## src/rtl/intdiv_seqdiv.sv

```systemverilog
// -----------------------------------------------------------------------------
// intdiv_seqdiv
//
// Sequential signed integer divider. It computes z = trunc(x/y) and
// r = x - z*y, so the quotient rounds toward zero and the remainder takes
// the sign of the dividend. Internally it runs N non-restoring radix-2
// iterations on the operand magnitudes, one iteration per clock.
//
// Build option:
//   INTDIV_SEQDIV_DIVZERO_EN - when defined, y == 0 at acceptance skips the
//   iterations and returns z = all ones, r = x, dz = 1 on the next cycle.
//   When undefined, dz is always 0 and y == 0 runs the normal iteration path.
//
// Parameters:
//   N          operand/result width, two's complement, 4..32
//
// Ports:
//   clk        clock; all state updates on the rising edge
//   rst        synchronous active-high reset
//   in_valid   operand pair on x/y is valid
//   in_ready   divider is idle and can accept operands
//   x, y       dividend, divisor (signed)
//   out_valid  result on z/r/ovf/dz is valid
//   out_ready  consumer takes the result
//   z, r       quotient, remainder (signed)
//   ovf        x = -2^(N-1) and y = -1 (quotient wraps to -2^(N-1))
//   dz         divide by zero (build option only, otherwise 0)
//
// State table:
//   state  | meaning
//   IDLE   | waiting for operands, in_ready = 1
//   CALC   | N non-restoring iterations, one per cycle
//   FIX    | restore remainder, apply result signs
//   DONE   | result presented, out_valid = 1 until out_ready
// -----------------------------------------------------------------------------
module intdiv_seqdiv #(
  parameter int N = 8
) (
  input  logic         clk,
  input  logic         rst,
  input  logic         in_valid,
  output logic         in_ready,
  input  logic [N-1:0] x,
  input  logic [N-1:0] y,
  output logic         out_valid,
  input  logic         out_ready,
  output logic [N-1:0] z,
  output logic [N-1:0] r,
  output logic         ovf,
  output logic         dz
);

  localparam int CW = $clog2(N);

  localparam logic [1:0] S_IDLE = 2'd0;
  localparam logic [1:0] S_CALC = 2'd1;
  localparam logic [1:0] S_FIX  = 2'd2;
  localparam logic [1:0] S_DONE = 2'd3;

  logic [1:0]    state_q, state_d;
  logic [CW-1:0] cnt_q, cnt_d;
  logic [N:0]    p_q, p_d;      // signed partial remainder
  logic [N-1:0]  q_q, q_d;      // dividend magnitude shifting out, quotient shifting in
  logic [N:0]    ay_q, ay_d;    // divisor magnitude, zero-extended
  logic          sx_q, sx_d;
  logic          sy_q, sy_d;
  logic          ovf_pend_q, ovf_pend_d;
  logic [N-1:0]  z_q, z_d;
  logic [N-1:0]  r_q, r_d;
  logic          ovf_q, ovf_d;
  logic          dz_q, dz_d;

  logic          accept;
  logic [N-1:0]  x_mag;
  logic [N-1:0]  y_mag;
  logic          ovf_case;
  logic [N:0]    p_sh;
  logic [N:0]    p_step;
  logic [N-1:0]  q_step;
  logic [N-1:0]  rem;
  logic [N-1:0]  z_fix;
  logic [N-1:0]  r_fix;

  assign in_ready  = (state_q == S_IDLE);
  assign out_valid = (state_q == S_DONE);
  assign accept    = in_valid && in_ready;

  // Magnitudes read as unsigned N-bit values: -2^(N-1) negates to
  // 2^(N-1), which is exact when the MSB is treated as a magnitude bit.
  assign x_mag = x[N-1] ? (~x + N'(1)) : x;
  assign y_mag = y[N-1] ? (~y + N'(1)) : y;

  assign ovf_case = (x == {1'b1, {(N-1){1'b0}}}) && (y == {N{1'b1}});

  // One non-restoring step: shift the next dividend bit into the partial
  // remainder, then add or subtract |y| depending on the current sign.
  // The quotient bit is 1 whenever the new partial remainder is non-negative.
  assign p_sh   = {p_q[N-1:0], q_q[N-1]};
  assign p_step = p_q[N] ? (p_sh + ay_q) : (p_sh - ay_q);
  assign q_step = {q_q[N-2:0], ~p_step[N]};

  // The restored remainder is below |y| <= 2^(N-1), so N bits of modular
  // arithmetic give it exactly.
  assign rem   = p_q[N-1:0] + (p_q[N] ? ay_q[N-1:0] : {N{1'b0}});
  assign z_fix = (sx_q ^ sy_q) ? (~q_q + N'(1)) : q_q;
  assign r_fix = sx_q ? (~rem + N'(1)) : rem;

  always_comb begin
    state_d    = state_q;
    cnt_d      = cnt_q;
    p_d        = p_q;
    q_d        = q_q;
    ay_d       = ay_q;
    sx_d       = sx_q;
    sy_d       = sy_q;
    ovf_pend_d = ovf_pend_q;
    z_d        = z_q;
    r_d        = r_q;
    ovf_d      = ovf_q;
    dz_d       = dz_q;

    case (state_q)
      S_IDLE: begin
        if (accept) begin
          state_d    = S_CALC;
          cnt_d      = CW'(N - 1);
          p_d        = '0;
          q_d        = x_mag;
          ay_d       = {1'b0, y_mag};
          sx_d       = x[N-1];
          sy_d       = y[N-1];
          ovf_pend_d = ovf_case;
`ifdef INTDIV_SEQDIV_DIVZERO_EN
          if (y == '0) begin
            state_d = S_DONE;
            z_d     = {N{1'b1}};
            r_d     = x;
            ovf_d   = 1'b0;
            dz_d    = 1'b1;
          end
`endif
        end
      end

      S_CALC: begin
        p_d = p_step;
        q_d = q_step;
        if (cnt_q == '0) begin
          state_d = S_FIX;
        end else begin
          cnt_d = cnt_q - CW'(1);
        end
      end

      S_FIX: begin
        z_d     = z_fix;
        r_d     = r_fix;
        ovf_d   = ovf_pend_q;
        dz_d    = 1'b0;
        state_d = S_DONE;
      end

      S_DONE: begin
        if (out_ready) begin
          state_d = S_IDLE;
        end
      end

      default: begin
        state_d = S_IDLE;
      end
    endcase
  end

  always_ff @(posedge clk) begin
    if (rst) begin
      state_q    <= S_IDLE;
      cnt_q      <= '0;
      p_q        <= '0;
      q_q        <= '0;
      ay_q       <= '0;
      sx_q       <= 1'b0;
      sy_q       <= 1'b0;
      ovf_pend_q <= 1'b0;
      z_q        <= '0;
      r_q        <= '0;
      ovf_q      <= 1'b0;
      dz_q       <= 1'b0;
    end else begin
      state_q    <= state_d;
      cnt_q      <= cnt_d;
      p_q        <= p_d;
      q_q        <= q_d;
      ay_q       <= ay_d;
      sx_q       <= sx_d;
      sy_q       <= sy_d;
      ovf_pend_q <= ovf_pend_d;
      z_q        <= z_d;
      r_q        <= r_d;
      ovf_q      <= ovf_d;
      dz_q       <= dz_d;
    end
  end

  assign z   = z_q;
  assign r   = r_q;
  assign ovf = ovf_q;

`ifdef INTDIV_SEQDIV_DIVZERO_EN
  assign dz = dz_q;
`else
  // dz_q never leaves 0 in this build; the port is tied off directly.
  assign dz = 1'b0;
`endif

endmodule

```

## config.mk

```make
export PLATFORM = sky130hd
export DESIGN_NAME = intdiv_seqdiv
export DESIGN_NICKNAME = d
export VERILOG_FILES = /design/src/rtl/intdiv_seqdiv.sv
export SDC_FILE = /design/constraint.sdc
export NUM_CORES = 1
export LEC_CHECK = 0
export BUFFER_PORTS_ARGS = -buffer_cell sky130_fd_sc_hd__buf_4
export CORE_UTILIZATION = 55
export DETAILED_ROUTE_END_ITERATION = 8
export GPL_TIMING_DRIVEN = 0
export HOLD_SLACK_MARGIN = 0.05
export PLACE_DENSITY = 0.76
export RECOVER_POWER = 100
export SKIP_LAST_GASP = 1
export SYNTH_ARGS = -nofsm -noshare
export SYNTH_HDL_FRONTEND = slang
export SYNTH_SLANG_ARGS = --single-unit
```

## constraint.sdc

```tcl
create_clock -name clk -period 4.9 [get_ports clk]
set_input_delay 0 -clock clk [delete_from_list [all_inputs] [get_ports clk]]
set_output_delay 0 -clock clk [all_outputs]
set_load 0.005 [all_outputs]
```

# Yosys cells after proc, flatten, opt, wreduce, memory -nomap -nowiden
# Index checks and enable logic that the tools add are counted.
# op_classes
mux	17
bitwise	6
reduce_logical	9
n_addsub	8
eq_ne	9
# op_table
op	n
2-to-1 mux 8 bit	6
adder 8 x 1 -> 8 bit, second input constant	4
inverter 8 bit	4
2-to-1 mux 9 bit	2
one-hot mux 9 bit (2 select lines)	1
== test 8 bit, second input constant	2
one-hot mux 8 bit (2 select lines)	1
adder 9 x 8 -> 9 bit	1
subtractor 9 x 8 -> 9 bit	1
adder 8 bit	1
one-hot mux 2 bit (4 select lines)	1
2-to-1 mux 2 bit	3
2-to-1 mux 3 bit	2
one-hot mux 3 bit (2 select lines)	1
AND reduction 3 bit	2
== test 2 bit, second input constant	2
!= test 2 x 1 -> 1 bit, second input constant	2
!= test 2 bit, second input constant	2
AND reduction 2 bit	2
logical NOT 3 bit	1
subtractor 3 x 1 -> 3 bit, second input constant	1
== test 2 x 1 -> 1 bit, second input constant	1
logical AND 1 bit	2
logical NOT 2 bit	1
other kinds (3)	3
# totals
output_inout_bits	20
reg_bits	50

# Longest topological paths before layout
# depth
ltp_word	5
depth_mapped	13

# Least setup slack after synthesis
# No wires, ideal clock.
# synth_path
path_type	register to register
from	register p_q[8]
to	register r_q[7], in the netlist r[7]
n_path_buf	2
t_arrival_ns	2.788
setup_slack_ns	1.995
t_required_ns	4.783
stages_incl_launch_ff	12
cell_sequence	dfxtp_1 -> clkbuf_1 -> clkbuf_1 -> and2_1 -> ha_1 -> fa_1 -> a211o_1 -> nand4_1 -> o311ai_2 -> o31a_1 -> or3_1 -> a32o_1
# synth_via
elab_chain_cells	5
# synth_rtl
item	line_no	text
start: declaration	62	logic [N:0] p_q, p_d;
start signal: assignment	192	p_q <= p_d;
2-to-1 mux 8 bit *	104	assign rem = p_q[N-1:0] + (p_q[N] ? ay_q[N-1:0] : {N{1'b0}});
adder 8 bit *	104	
inverter 8 bit	106	assign r_fix = sx_q ? (~rem + N'(1)) : rem;
adder 8 x 1 -> 8 bit	106	
2-to-1 mux 8 bit *	106	
end signal: assignment	199	r_q <= r_d;
end: declaration	69	logic [N-1:0] r_q, r_d;
# Mark *: on every way between the ends. The rest lies on a longest branch, timed or not.
# A chain may end at the register's enable or synchronous reset.

# Worst setup path in the final report
# Ends and elaborated chain as after synthesis.

==> metrics.yaml <==
cp-end-kind: "register"
outcome: "finished, final reports clean"
antenna_left: 0
grt_max_degree: 19
path_common_cell: "clkbuf_1"
combPwrFrac: 0.544
fp.coreArea_um2: 5960
cts_tree: "built"
maxSlewHeadroom: 0.377
fin_nets: 517
yosysUniqueCellTypes: 63
track_usage: 0.257
syn-instance-count: 417
peakVddDrop_uv: 235
antennaDiodeCount: 0
path_class: "register to register"
critical-path-top-delay-family: "compound AO/OA/AOI/OAI gates"
yosysWarnings: 0
cts_made_buffers: 5
area_growth_pct: 15.0
synth_top_area_share: 0.294
numPortBuffers: 35
startpoint_type: "register"
routed-via-count: 3058
power_switching_share: 0.450
power_density_nw_per_um2: 487
timing.rr.start: "p_q[8]$_SDFFE_PP0P_"
rsz0062_at_grt: "false"
start_util: 0.571
ys_seq_area_frac: 0.294
p_total_mw: 1.91
clock_skew_ps: 11.8
vias_per_cell: 5.62
grt_pass1_wl_mm: 12.9
wl_per_cell_um: 14.5
finalNonFillerCells: 544
gp_congestion: 0.877
pwr-share-clk: 0.139
whs_ps: 64.7
p_leak_nw: 1.63
synth_top_cell_by_area: "dfxtp_1"
max_cap_violations: 0
fmax_mhz: 314
worst_slew_pin_slew_ps: 924
setup_viol: 0
cts.htree.levels: 2
fin_util: 0.657
cts-resized-gates: 0
hp-class: "input port to register"
synth-edff-count: 0
post-route-drc-count: 0
cts.sinks: 50
yosys-top-cells-area: "dfxtp_1, ha_1, nor2_1"
antenna_found_initial: 0
first_iter_violations: 142
hp-start: "y[3]"
dpl.hpwl_mm: 6.15
crit_start: "p_q[8]$_SDFFE_PP0P_"
ys_ff_latch: 50
grt-ovfl-total: 0
worstPathRequired_ps: 5120
cts_setup_buffers: 0
p_int_mw: 1.05
drt_wl_total_mm: 7.88
drive_gt1_frac: 0.115
crit_chain: "clkbuf_1 -> clkbuf_1 -> and2_1 -> ha_1 -> fa_1 -> a211o_1 -> a21oi_2 -> o221ai_1 -> o31a_1 -> or3_1 -> a32o_1"
crit_slowest_cell: "fa_1"
clockBufferDepth: 2
fp.dieW_um: 80.7
clkTransAtPathRegs_ps: 100
die-area_um2: 6510
grt_pass1_vias: 2844
cts_root_buf: "clkbuf_8"
fin_crit_sh: 0.649
dp_cells: 527
rows: 28
seqPwrFrac: 0.317
hold_viol_final: 0
post_synth.cell_area_avg_um2: 8.16
setup-tns-final_ps: 0
synth-main-ff-cell: "dfxtp_1"
insertion_delay_ps: 320
async_reset_ff_frac: 0
crit_buf_inv: 2
critPathMaxStageDelay_ps: 420
die_h_um: 80.7
cp.arrival_ps: 3400
syn_area_um2: 3400
p_sw_mw: 0.858
io_pins: 40
final-max-slew-violation-count: 0
first_pass_iters: 4
fin_crit_ps: 3180
synth_fp_nets: 466
cp_max_fo: 10
sequential cells by signal (all words and copies together), names as in the netlist:
signal and cells:
p_q 9, sx_q 1, ovf 1, r 8, ovf_pend_q 1, state_q 2
sy_q 1, cnt_q 3, q_q 8, z 8, ay_q 8
synthesized netlist by cell type (2+ instances only):
cell type / n
and2_1: 8
a311oi_1: 6
mux2i_1: 8
clkbuf_1: 16
a211oi_1: 16
a22oi_1: 4
nand4_1: 5
xnor2_1: 14
o31ai_1: 2
nor2_1: 55
a21oi_1: 24
a21o_1: 4
nand3_1: 5
o21bai_1: 2
o211ai_1: 5
nor3_1: 7
nor4_1: 3
o21ai_0: 17
nor2b_1: 4
a31oi_1: 3
nor3b_1: 3
dfxtp_1: 50
nand3b_1: 5
nand2_1: 30
fa_1: 2
nand2b_1: 5
clkbuf_8: 2
or3_1: 10
inv_1: 23
o21a_1: 2
ha_1: 27
xor2_1: 18
a21boi_0: 2
cell usage in the layout, fill, tap and decap left out, types with 6 or more instances in the layout:
cell type      synthesis  final
a311oi_1               6      6
a21oi_1               24     24
dlygate4sd3_1          0      9
or3_1                 10     10
nand2_1               30     30
clkbuf_8               2      6
inv_1                 23     23
xor2_1                18     18
nor3_1                 7      8
clkbuf_4               0     18
and2_1                 8      7
ha_1                  27     27
a211oi_1              16     16
dfxtp_1               50     50
o21ai_0               17     18
nor2_1                55     55
xnor2_1               14     14
buf_4                  1     17
mux2i_1                8      8
clkbuf_1              16     21
through the flow:
stage	setup WS [ps]	area, µm²
2_1_floorplan	2000	3400
3_3_place_gp	1770	3760
3_5_place_dp	1720	3760
4_1_cts	1720	3950
5_1_grt	1550	3920
6_report	1720	3920
layer usage:
layer,up-vias,GRT usage,part of all wire
met3,12,0.0409,0.044
met4,0,0.0857,0.017
met5,-,0,0
met2,66,0.436,0.47
met1,1405,0.328,0.46
li1,1575,-,-
worst register-to-register path, delay by kind of cell (launching register included):
kind	cells	cell delay (ps)
flops	1	310
buf+inv	2	420
compound gates	5	1150
simple gates	2	570
fa+ha+maj	2	640
kinds of logic (layout without fill, tap and decap cells):
logic type                 after synthesis  in the layout  share of synthesized area
and+or+nand+nor                        147            147                      0.210
AOI/OAI and AO/OA                      104            104                      0.215
DFF                                     50             50                      0.294
buffers and inverters                   45             97                     0.0592
xor gates and xnor gates                32             32                     0.0824
adders and majority gates               29             29                      0.111
muxes                                    9              9                     0.0268
other                                    1              1                    0.00110
final cells by class:
| class | count | area [µm²] |
|---|---|---|
| multi-input cells | 322 | 2190 |
| clock buffers | 5 | 68.8 |
| clock inverters | 3 | 28.8 |
| inverters | 23 | 86.3 |
| repair buffers | 44 | 349 |
| well taps | 75 | 93.8 |
| fillers | 543 | 2040 |
| plain buffers | 22 | 96.3 |
| flip-flops and latches | 50 | 1000 |
repair_timing:
item,in CTS,in global routing
setup endpoints to repair,0,0
hold buffers,9,0
endpoints found under the hold margin,7,0
worst paths after layout:
path / endpoint / cells after the start / slack (ps)
max: r[7]$_SDFFE_PP0P_ / 11 / 1720
min: ay_q[3]$_SDFFE_PP0P_ / 3 / 60
max reg2reg: r[7]$_SDFFE_PP0P_ / 11 / 1720
min reg2reg: cnt_q[0]$_SDFFE_PP0P_ / 1 / 480
power groups by stage:
stage | Sequential (mW) | Combinational [mW] | Clock, mW
finish | 0.605 | 1.04 | 0.264
global route | 0.618 | 1.16 | 0.282
CTS | 0.603 | 1.05 | 0.270
detailed placement | 0.613 | 1.04 | 0
global placement | 0.609 | 1.01 | 0
floorplan | 0.589 | 0.794 | 0
No activity file was read; power rests on OpenSTA's default activity.
